## src/rtl/fetch_stage_if.sv

```systemverilog
// fetch_stage_if: fetch-stage bus (imem port, hazard/redirect controls, IF/ID outputs); FETCH_PERF_CNT_EN adds perf counters
interface fetch_stage_if;
   logic        stall;
   logic        redirect;
   logic [15:0] redirect_pc;
   logic [15:0] instr;
   logic [15:0] im_addr;
   logic        im_rd_en;
   logic [15:0] if_id_instr;
   logic [15:0] if_id_pc_plus1;
   logic        if_id_valid;
   logic        halted;
`ifdef FETCH_PERF_CNT_EN
   logic [15:0] perf_fetch_cnt;
   logic [15:0] perf_bubble_cnt;
   modport master (
      input  stall, redirect, redirect_pc, instr,
      output im_addr, im_rd_en, if_id_instr, if_id_pc_plus1, if_id_valid, halted,
             perf_fetch_cnt, perf_bubble_cnt
   );
   modport slave (
      output stall, redirect, redirect_pc, instr,
      input  im_addr, im_rd_en, if_id_instr, if_id_pc_plus1, if_id_valid, halted,
             perf_fetch_cnt, perf_bubble_cnt
   );
`else
   modport master (
      input  stall, redirect, redirect_pc, instr,
      output im_addr, im_rd_en, if_id_instr, if_id_pc_plus1, if_id_valid, halted
   );
   modport slave (
      output stall, redirect, redirect_pc, instr,
      input  im_addr, im_rd_en, if_id_instr, if_id_pc_plus1, if_id_valid, halted
   );
`endif
endinterface

```

## src/rtl/fetch_stage.sv

```systemverilog
// fetch_stage: PC, imem fetch, IF/ID register, stall/redirect/HLT; FETCH_PERF_CNT_EN adds fetch/bubble counters
module fetch_stage #(
   parameter logic [15:0] RESET_PC   = 16'h0000,
   parameter logic [15:0] NOP_INSTR  = 16'h0000,
   parameter logic [3:0]  HLT_OPCODE = 4'hF
) (
   input logic clk,
   input logic rst,
   fetch_stage_if.master bus
);
   typedef enum logic {RUN, HALT} state_t;
   state_t      state;
   logic [15:0] pc;
   logic [15:0] pc_plus1;
   logic [15:0] ifid_instr;
   logic [15:0] ifid_pc_plus1;
   logic        ifid_valid;
   logic        halted;
   logic        is_hlt;
   assign pc_plus1 = pc + 16'd1;
   assign is_hlt   = bus.instr[15:12] == HLT_OPCODE;
   assign bus.im_addr        = pc;
   assign bus.im_rd_en       = ~rst & (state == RUN);
   assign bus.if_id_instr    = ifid_instr;
   assign bus.if_id_pc_plus1 = ifid_pc_plus1;
   assign bus.if_id_valid    = ifid_valid;
   assign bus.halted         = halted;
   always_ff @(posedge clk) begin
      if (rst) begin
         pc            <= RESET_PC;
         state         <= RUN;
         ifid_instr    <= NOP_INSTR;
         ifid_pc_plus1 <= 16'h0000;
         ifid_valid    <= 1'b0;
         halted        <= 1'b0;
      end else if (bus.redirect) begin
         pc            <= bus.redirect_pc;
         state         <= RUN;
         ifid_instr    <= NOP_INSTR;
         ifid_pc_plus1 <= 16'h0000;
         ifid_valid    <= 1'b0;
         halted        <= 1'b0;
      end else if (!bus.stall) begin
         if (state == RUN) begin
            ifid_instr    <= bus.instr;
            ifid_pc_plus1 <= pc_plus1;
            ifid_valid    <= 1'b1;
            // HLT leaves pc parked on its own address
            pc            <= is_hlt ? pc : pc_plus1;
            state         <= is_hlt ? HALT : RUN;
            halted        <= is_hlt;
         end else begin
            ifid_instr <= NOP_INSTR;
            ifid_valid <= 1'b0;
         end
      end
   end
`ifdef FETCH_PERF_CNT_EN
   logic [15:0] fetch_cnt;
   logic [15:0] bubble_cnt;
   logic        load_valid;
   logic        load_bubble;
   assign load_valid  = ~bus.redirect & ~bus.stall & (state == RUN);
   assign load_bubble = bus.redirect | (~bus.stall & (state == HALT));
   assign bus.perf_fetch_cnt  = fetch_cnt;
   assign bus.perf_bubble_cnt = bubble_cnt;
   always_ff @(posedge clk) begin
      if (rst) begin
         fetch_cnt  <= 16'h0000;
         bubble_cnt <= 16'h0000;
      end else begin
         if (load_valid && fetch_cnt != 16'hFFFF) fetch_cnt <= fetch_cnt + 16'd1;
         if (load_bubble && bubble_cnt != 16'hFFFF) bubble_cnt <= bubble_cnt + 16'd1;
      end
   end
`endif
endmodule

```

## src/flat_wrapper.sv

```systemverilog
// flat-port wrapper written by rule: the top's interface ports become plain ports
module fetch_stage_flat 
#(
   parameter logic [15:0] RESET_PC   = 16'h0000,
   parameter logic [15:0] NOP_INSTR  = 16'h0000,
   parameter logic [3:0]  HLT_OPCODE = 4'hF
)
  (clk, rst, bus_stall, bus_redirect, bus_redirect_pc, bus_instr, bus_im_addr, bus_im_rd_en, bus_if_id_instr, bus_if_id_pc_plus1, bus_if_id_valid, bus_halted);
  fetch_stage_if bus_i ();
  input logic clk;
  input logic rst;
  input wire logic [$bits(bus_i.stall)-1:0] bus_stall;
  input wire logic [$bits(bus_i.redirect)-1:0] bus_redirect;
  input wire logic [$bits(bus_i.redirect_pc)-1:0] bus_redirect_pc;
  input wire logic [$bits(bus_i.instr)-1:0] bus_instr;
  output wire logic [$bits(bus_i.im_addr)-1:0] bus_im_addr;
  output wire logic [$bits(bus_i.im_rd_en)-1:0] bus_im_rd_en;
  output wire logic [$bits(bus_i.if_id_instr)-1:0] bus_if_id_instr;
  output wire logic [$bits(bus_i.if_id_pc_plus1)-1:0] bus_if_id_pc_plus1;
  output wire logic [$bits(bus_i.if_id_valid)-1:0] bus_if_id_valid;
  output wire logic [$bits(bus_i.halted)-1:0] bus_halted;
  assign bus_i.stall = bus_stall;
  assign bus_i.redirect = bus_redirect;
  assign bus_i.redirect_pc = bus_redirect_pc;
  assign bus_i.instr = bus_instr;
  assign bus_im_addr = bus_i.im_addr;
  assign bus_im_rd_en = bus_i.im_rd_en;
  assign bus_if_id_instr = bus_i.if_id_instr;
  assign bus_if_id_pc_plus1 = bus_i.if_id_pc_plus1;
  assign bus_if_id_valid = bus_i.if_id_valid;
  assign bus_halted = bus_i.halted;
  fetch_stage #(.RESET_PC(RESET_PC), .NOP_INSTR(NOP_INSTR), .HLT_OPCODE(HLT_OPCODE)) u_core (.clk(clk), .rst(rst), .bus(bus_i));
endmodule
```

## config.mk

```make
export PLATFORM = sky130hd
export DESIGN_NAME = fetch_stage_flat
export DESIGN_NICKNAME = d
export VERILOG_FILES = /design/src/rtl/fetch_stage_if.sv /design/src/rtl/fetch_stage.sv /design/src/flat_wrapper.sv
export SDC_FILE = /design/constraint.sdc
export NUM_CORES = 1
export LEC_CHECK = 0
export CAP_MARGIN = 40
export CORE_MARGIN = 2
export CORE_UTILIZATION = 47
export DETAILED_ROUTE_END_ITERATION = 12
export PLACE_DENSITY_LB_ADDON = 0.15
export SYNTH_ARGS = -nofsm -noshare
export SYNTH_HDL_FRONTEND = slang
export SYNTH_SLANG_ARGS = --single-unit
```

## constraint.sdc

```tcl
create_clock -name clk -period 4.6 [get_ports clk]
set_input_delay 0.46 -clock clk [delete_from_list [all_inputs] [get_ports clk]]
set_output_delay 0.46 -clock clk [all_outputs]
set_load 0.1 [all_outputs]
```

[Word-level counts from Yosys, hierarchy flattened]
Index checks and enable logic that the tools add are counted.
Word-level totals
  bits of input ports: 36
  output and inout port bits: 51
  register bits: 51
Cells by class
  equality and inequality tests: 4
  mux-type cells: 8
  $add $sub $neg: 1
  reduce and logical (&&, ||, !) cells: 3
  bitwise operators: 4
Operators with widths (number)
  16-bit two-way mux: 5
  16-bit by 1-bit adder with 16-bit output, second input constant: 1
  4-bit equality test, second input constant: 1
  2-bit != test, second input constant: 2
  1-bit two-way mux: 3
  1-bit inverter: 3
  3-bit AND reduction: 1
  2-bit by 1-bit != test with 1-bit output, second input constant: 1
  2-bit AND reduction: 1
  2-bit OR reduction: 1
  1-bit AND: 1

[Depth between registers and ports, before layout]
Gate-level depths: netlist of run 1.
  depth in word-level cells: 5
  depth in mapped cells: 6
  mapped depth without buffers: 5

[Worst setup path after synthesis of run 1]
No wires, ideal clock.
  path kind: input port to output port
  start: in rst
  end: out bus_im_rd_en
  path slack: 2155 ps
  cell stages on the path: 3
  buffers on the path: 2
  data arrival time: 1985 ps
  cells stage by stage: clkbuf_8 -> buf_6 -> nor2_1
Between the ends
  word-level cells in the longest chain between the ends: 2
Ends and longest elaborated chain
  start: declaration: RTL line flat_wrapper.sv:11  | input logic rst;
  1-bit inverter: RTL line fetch_stage.sv:23  | assign bus.im_rd_en = ~rst & (state == RUN);
  1-bit AND: RTL line fetch_stage.sv:23
  end: declaration: RTL line flat_wrapper.sv:17  | output wire logic [$bits(bus_i.im_rd_en)-1:0] bus_im_rd_en;
Every way passes these cells.

[Final worst setup path of run 1]
  start: in bus_stall
  end: reg u_core.pc[10], in the netlist u_core.bus.im_addr[10]
Between the ends
  word-level cells in the longest chain between the ends: 2
Ends and longest elaborated chain
  start: declaration: RTL line flat_wrapper.sv:12  | input wire logic [$bits(bus_i.stall)-1:0] bus_stall;
  2-bit by 1-bit != test with 1-bit output (no line)
  3-bit AND reduction (no line)
  end signal: assignment: RTL line fetch_stage.sv:37  | pc <= bus.redirect_pc;
  end signal: assignment: RTL line fetch_stage.sv:49  | pc <= is_hlt ? pc : pc_plus1;
  end: declaration: RTL line fetch_stage.sv:13  | logic [15:0] pc;
Every way passes these cells.
A chain may end at the register's enable or synchronous reset.

==> metrics.txt, run 1 <==
Hold WS=0.470 ns; reg2reg start=u_core.state$_SDFFE_PP0N_; Clk Latency, worst-skew pair=0.30 ns; drt first pass iters=6; aggregate global routing overflow=0; CTS Hold Bufs=0; Via density=5.73; CTS clk-pin slew, worst paths=0.09 ns; worst hold start=u_core.bus.if_id_valid$_SDFFE_PP0N_; most frequent cells in the layout=clkdlybuf4s50_1 (86), dfxtp_1 (51), buf_8 (47); H-Tree Level Count=2; vias in the first global route=2517; Synth warnings=0; Worst setup SP type=input pin; post-CTS sizing=0; post-synth top area cell=dfxtp_1; CP arrival=3.15 ns; post-synthesis sequential area ratio=0.437; commonest non-fill, non-tap cell in the layout=clkdlybuf4s50_1; first-pass GRT wire length=11700 um; clock skew=0.00400 ns; drt drc=0; Max-Cap Viols=0; R2R depth=4; post-layout min period=2.94 ns; Final Net Count=426; routed wire length=7560 um; Mapped Cells=265; LEAKAGE=1.49 nW; Worst VDD drop=0.231 mV; Hold EP=u_core.bus.if_id_valid$_SDFFE_PP0N_; Slew Viols, Final=0; ANT nets after route=0; final core occ=0.858; proportion of layout cells with a drive suffix above 1=0.174; post-DP HPWL=5580 um; initial DRC count=253; fin cells=457; CTS sink count=51; syn_area_per_cell=8.82 sq um; critical path type=input pin to flip-flop; gr usage total=0.279; setup bufs post-CTS=0; I/O pins=87; initial antenna violation count=0; Final Setup Violations=0; outcome=finished clean; Final Cycle Share=0.639; clk buf depth=2; gpl congestion=0.809; CTS Buf Count=5; relative slew slack=0.416; Synth Register Bits=51; vias=2618; PD cells=279 nW/um^2; unrepaired setup endpoints after global routing=false; Die ar.=5550 sq um; Crit Reg-Reg Endpoint=u_core.bus.im_addr[10]$_SDFFE_PP0P_; starting density of the core=0.491; HP Class=flip-flop to flip-flop; CTS tree=built; Post-Syn Area=2340 sq um; Hold Path Stages=2; worst path required time=4.81 ns; Sum Neg Setup Slack=0 ns; CP max FO=53; DIE WIDTH=74.5 um; worst slew pin tran=0.874 ns; crit end category=flip-flop; core area=4750 sq um; placed insts=449; internal reg-to-reg setup slack=2.49 ns; FILL cells=260; synth unique cells=40; port bufs=86; Final Hold Viols=0; Row Count=25; CTS Root Cell=clkbuf_8; die height=74.5 um; Synth area leaders=dfxtp_1 (44%), nor2_1 (6.7%), a22oi_1 (5.1%); Synthesized Nets=302; routed len/inst=16.5 um; share of Yosys cell area claimed by the top area cell type=0.437; max frequency=340 MHz; largest net degree at the start of global routing=54; ANT cells=0; Area growth syn-to-layout=74.6%
## power breakdown
part	switching [W]	internal, W
logic	0.000232	0.000145
clock network	0.000150	0.000123
registers	0.0000261	0.000462
## worst max-delay path: stages
cell	delay, ns
clkdlybuf4s50_1	0.87
nor2_8	0.73
nand2_2	0.26
or4_1	0.57
a311oi_1	0.26
## cells in the mapped netlist, drive strengths merged
| cell | instances |
|---|---|
| a311oi | 8 |
| clkinv | 1 |
| a221oi | 3 |
| nand4 | 6 |
| a31oi | 2 |
| and4 | 4 |
| nor4 | 5 |
| xor2 | 6 |
| xnor2 | 10 |
| a21oi | 10 |
| a2111oi | 1 |
| nand3 | 7 |
| a22oi | 16 |
| or3 | 7 |
| o31ai | 4 |
| o41a | 1 |
| or4 | 2 |
| buf | 7 |
| nor2 | 43 |
| clkbuf | 13 |
| and2 | 1 |
| ha | 1 |
| inv | 4 |
| a211oi | 13 |
| nor3 | 5 |
| and3 | 2 |
| dfxtp | 51 |
| o21ai | 15 |
| or2 | 2 |
| nand2 | 15 |
## metal layers
metal	global-route usage	wire, um	vias to the layer above	share of wire
met5	0	0	-	0
met4	0.117	233	0	0.031
met3	0.0596	467	29	0.062
met2	0.518	4090	143	0.54
met1	0.304	2770	1228	0.37
li1	-	-	1218	-
## per-stage QoR
step	power (W)	instance area, sq um	setup WS (ns)
2_1_floorplan	0.000713	2340	2.16
3_3_place_gp	0.000794	3160	1.48
3_5_place_dp	0.000873	3980	1.39
4_1_cts	0.00114	4080	1.70
5_1_grt	0.00118	4080	1.48
6_report	0.00114	4080	1.66
## worst max-delay path by stage
stage / from / end / depth (start not counted)
2_1_floorplan: rst / bus_im_rd_en / 3
3_3_place_gp: rst / bus_im_rd_en / 3
3_5_place_dp: bus_stall / u_core.bus.im_addr[10]$_SDFFE_PP0P_ / 5
4_1_cts: bus_stall / u_core.bus.im_addr[10]$_SDFFE_PP0P_ / 5
5_1_grt: bus_stall / u_core.bus.im_addr[10]$_SDFFE_PP0P_ / 5
6_report: bus_stall / u_core.bus.im_addr[10]$_SDFFE_PP0P_ / 5
## kinds of logic (layout without fill, tap and decap cells)
logic type,Yosys count,in the layout,share of synthesized area
simple gates,99,99,0.222
compound gates,73,73,0.217
flops,51,51,0.437
buf+inv,25,150,0.0584
xor+xnor,16,16,0.0600
fa+ha+maj,1,1,0.00536
## cell type report
| class | instances | area (sq um) | share of cell area |
|---|---|---|---|
| sequential | 51 | 1020 | 0.250 |
| clock buffer | 6 | 82.6 | 0.0203 |
| clock inverter | 2 | 16.3 | 0.00399 |
| multi-input combinational | 189 | 1180 | 0.289 |
| timing repair buffer | 137 | 1680 | 0.411 |
| tap | 67 | 83.8 | 0.0206 |
| inverter | 5 | 18.8 | 0.00460 |
## registers in the layout, summed over array words and instances, names as in the netlist
| register | cells |
|---|---|
| u_core.bus.im_addr | 16 |
| u_core.bus.halted | 1 |
| u_core.bus.if_id_valid | 1 |
| u_core.bus.if_id_instr | 16 |
| u_core.state | 1 |
| u_core.bus.if_id_pc_plus1 | 16 |
Note: power is estimated with default switching activity, not from simulation.
==> run 2: changes to the inputs <==
CORE_UTILIZATION = 40   (was 47)
clock period = 2.5 ns   (was 4.6 ns; I/O delays follow)
==> run 2 against run 1 <==
Against the previous run:
- via count decreased by 15%
- die area increased by 17%
- sequential power increased by 84%
- sequential cell count unchanged
- power increased by 78%
- hold slack got worse by 0.0033 ns
- wire length decreased by 18%
- combinational power increased by 45%
- cell count decreased by 9.0%
- setup slack got worse by 1.1 ns
- first-iteration DRC count decreased by 64%
- register-to-register slack got worse by 1.9 ns
==> metrics.txt, run 2 (synthesis results as in run 1) <==
outcome=finished clean; critical path type=flip-flop to flip-flop; ANT cells=0; starting density of the core=0.419; Sum Neg Setup Slack=0 ns; Hold WS=0.466 ns; Final Cycle Share=0.764; Top delay family on crit path=simple AND/OR/NAND/NOR gates; vias=2228; Worst setup SP type=flip-flop; Row Count=27; GRT busiest layer=met2; I/O pins=87; Die ar.=6470 sq um; clk buf depth=2; CTS Buf Count=5; CTS Hold Bufs=0; worst slew pin tran=0.548 ns; Slew Viols, Final=0; most frequent cells in the layout=buf_4 (55), dfxtp_1 (51), nor2_1 (42); Via density=5.36; Clk Latency, worst-skew pair=0.30 ns; CTS clk-pin slew, worst paths=0.10 ns; core area=5570 sq um; crit end category=flip-flop; unrepaired setup endpoints after global routing=false; largest net degree at the start of global routing=49; DIE WIDTH=80.4 um; Max-Cap Viols=0; CP max FO=8; LEAKAGE=1.23 nW; worst stage delay on the critical path=0.47 ns; CP arrival=2.12 ns; post-CTS sizing=0; initial antenna violation count=0; CP max-delay cell=dfxtp_1; CTS sink count=51; Final Setup Violations=0; drt first pass iters=4; die height=80.4 um; switch share=0.357; clock network fraction of total power=0.287; gpl congestion=0.835; sequential power share=0.443; relative slew slack=0.635; FILL cells=543; gr usage total=0.188; met1 GRT Util=0.251; Total Power=0.00202 W; Buf/Inv on CP=0; routed len/inst=14.9 um; Final Net Count=380; post-layout min period=1.91 ns; PD cells=632 nW/um^2; worst path required time=2.71 ns; H-Tree Level Count=2; max frequency=524 MHz; commonest non-fill, non-tap cell in the layout=buf_4; vias in the first global route=1936; GR Util met2=0.302; met3 GRT Util=0.0416; setup bufs post-CTS=0; routed wire length=6200 um; post-DP HPWL=4520 um; critical path cell sequence=ha_1 -> and2_2 -> nand2_4 -> or4_1 -> a311oi_1; Worst VDD drop=0.293 mV; setup ws final=0.591 ns; Int Pwr=0.00130 W; port bufs=86; clock skew=0.00490 ns; Comb pwr share=0.270; HP Class=flip-flop to flip-flop; Final Hold Viols=0; ANT nets after route=0; proportion of layout cells with a drive suffix above 1=0.212; drt drc=0; pre-CTS setup slack=0.372 ns; Area growth syn-to-layout=37.2%; aggregate global routing overflow=0; CTS tree=built; switching power of the nets=0.000723 W; CTS Root Cell=clkbuf_8; initial DRC count=91; first-pass GRT wire length=9420 um
==> run 2: cell count changes in the layout (fill, tap and decap cells not counted), sizes merged <==
cell / previous run / this run
bufinv: 0 / 1
clkinv: 2 / 3
clkdlybuf4s50: 86 / 35
clkinvlp: 1 / 0
buf: 51 / 56
clkbuf: 6 / 5
==> run 2: per-stage QoR <==
| stage | util | cells | cell area [sq um] |
|---|---|---|---|
| 2_1_floorplan | - | 265 | 2340 |
| 4_1_cts | 0.575 | 416 | 3200 |
| 3_5_place_dp | 0.555 | 408 | 3090 |
| 5_1_grt | 0.575 | 416 | 3200 |
| 3_3_place_gp | 0.555 | 408 | 3090 |
| 6_report | 0.575 | 416 | 3200 |
==> run 2: per-layer routing <==
metal  vias up  wire [um]
li1       1133          -
met1      1010       2880
met2        81       2830
met3         4        435
met4         0         60
met5         -          0
==> run 2: final timing paths <==
kind	startpoint	endpoint	slack (ns)	cells after the start
worst max-delay path	u_core.bus.im_addr[0]$_SDFFE_PP0P_	u_core.bus.im_addr[14]$_SDFFE_PP0P_	0.59	5
worst min-delay path	u_core.bus.if_id_pc_plus1[1]$_SDFFE_PP0P_	u_core.bus.if_id_pc_plus1[1]$_SDFFE_PP0P_	0.47	2
worst max register to register	u_core.bus.im_addr[0]$_SDFFE_PP0P_	u_core.bus.im_addr[14]$_SDFFE_PP0P_	0.59	5
worst min register to register	u_core.bus.if_id_pc_plus1[1]$_SDFFE_PP0P_	u_core.bus.if_id_pc_plus1[1]$_SDFFE_PP0P_	0.47	2
==> run 2: power groups by stage <==
| stage | combinational (W) | sequential [W] | clock (W) |
|---|---|---|---|
| 5_1_grt | 0.000573 | 0.000903 | 0.000614 |
| 3_5_place_dp | 0.000548 | 0.000915 | 0 |
| 3_3_place_gp | 0.000545 | 0.000915 | 0 |
| 2_1_floorplan | 0.000137 | 0.00118 | 0 |
| 6_report | 0.000546 | 0.000896 | 0.000581 |
| 4_1_cts | 0.000549 | 0.000897 | 0.000591 |
==> run 2: worst min-delay path: cells and delay by family (launching register included) <==
family           cells  cell delay [ns]
AO/OA/AOI/OAI        1             0.05
flip-flops           1             0.32
AND/OR/NAND/NOR      1             0.05
==> run 2: final cells by class <==
class                           count  area, sq um  area share
Inverter                            5         18.8     0.00586
Timing Repair Buffer               91          783       0.244
Clock inverter                      3         43.8      0.0137
Multi-Input combinational cell    189         1180       0.368
Tap cell                           72         90.1      0.0281
Sequential cell                    51         1020       0.319
Clock buffer                        5         68.8      0.0215
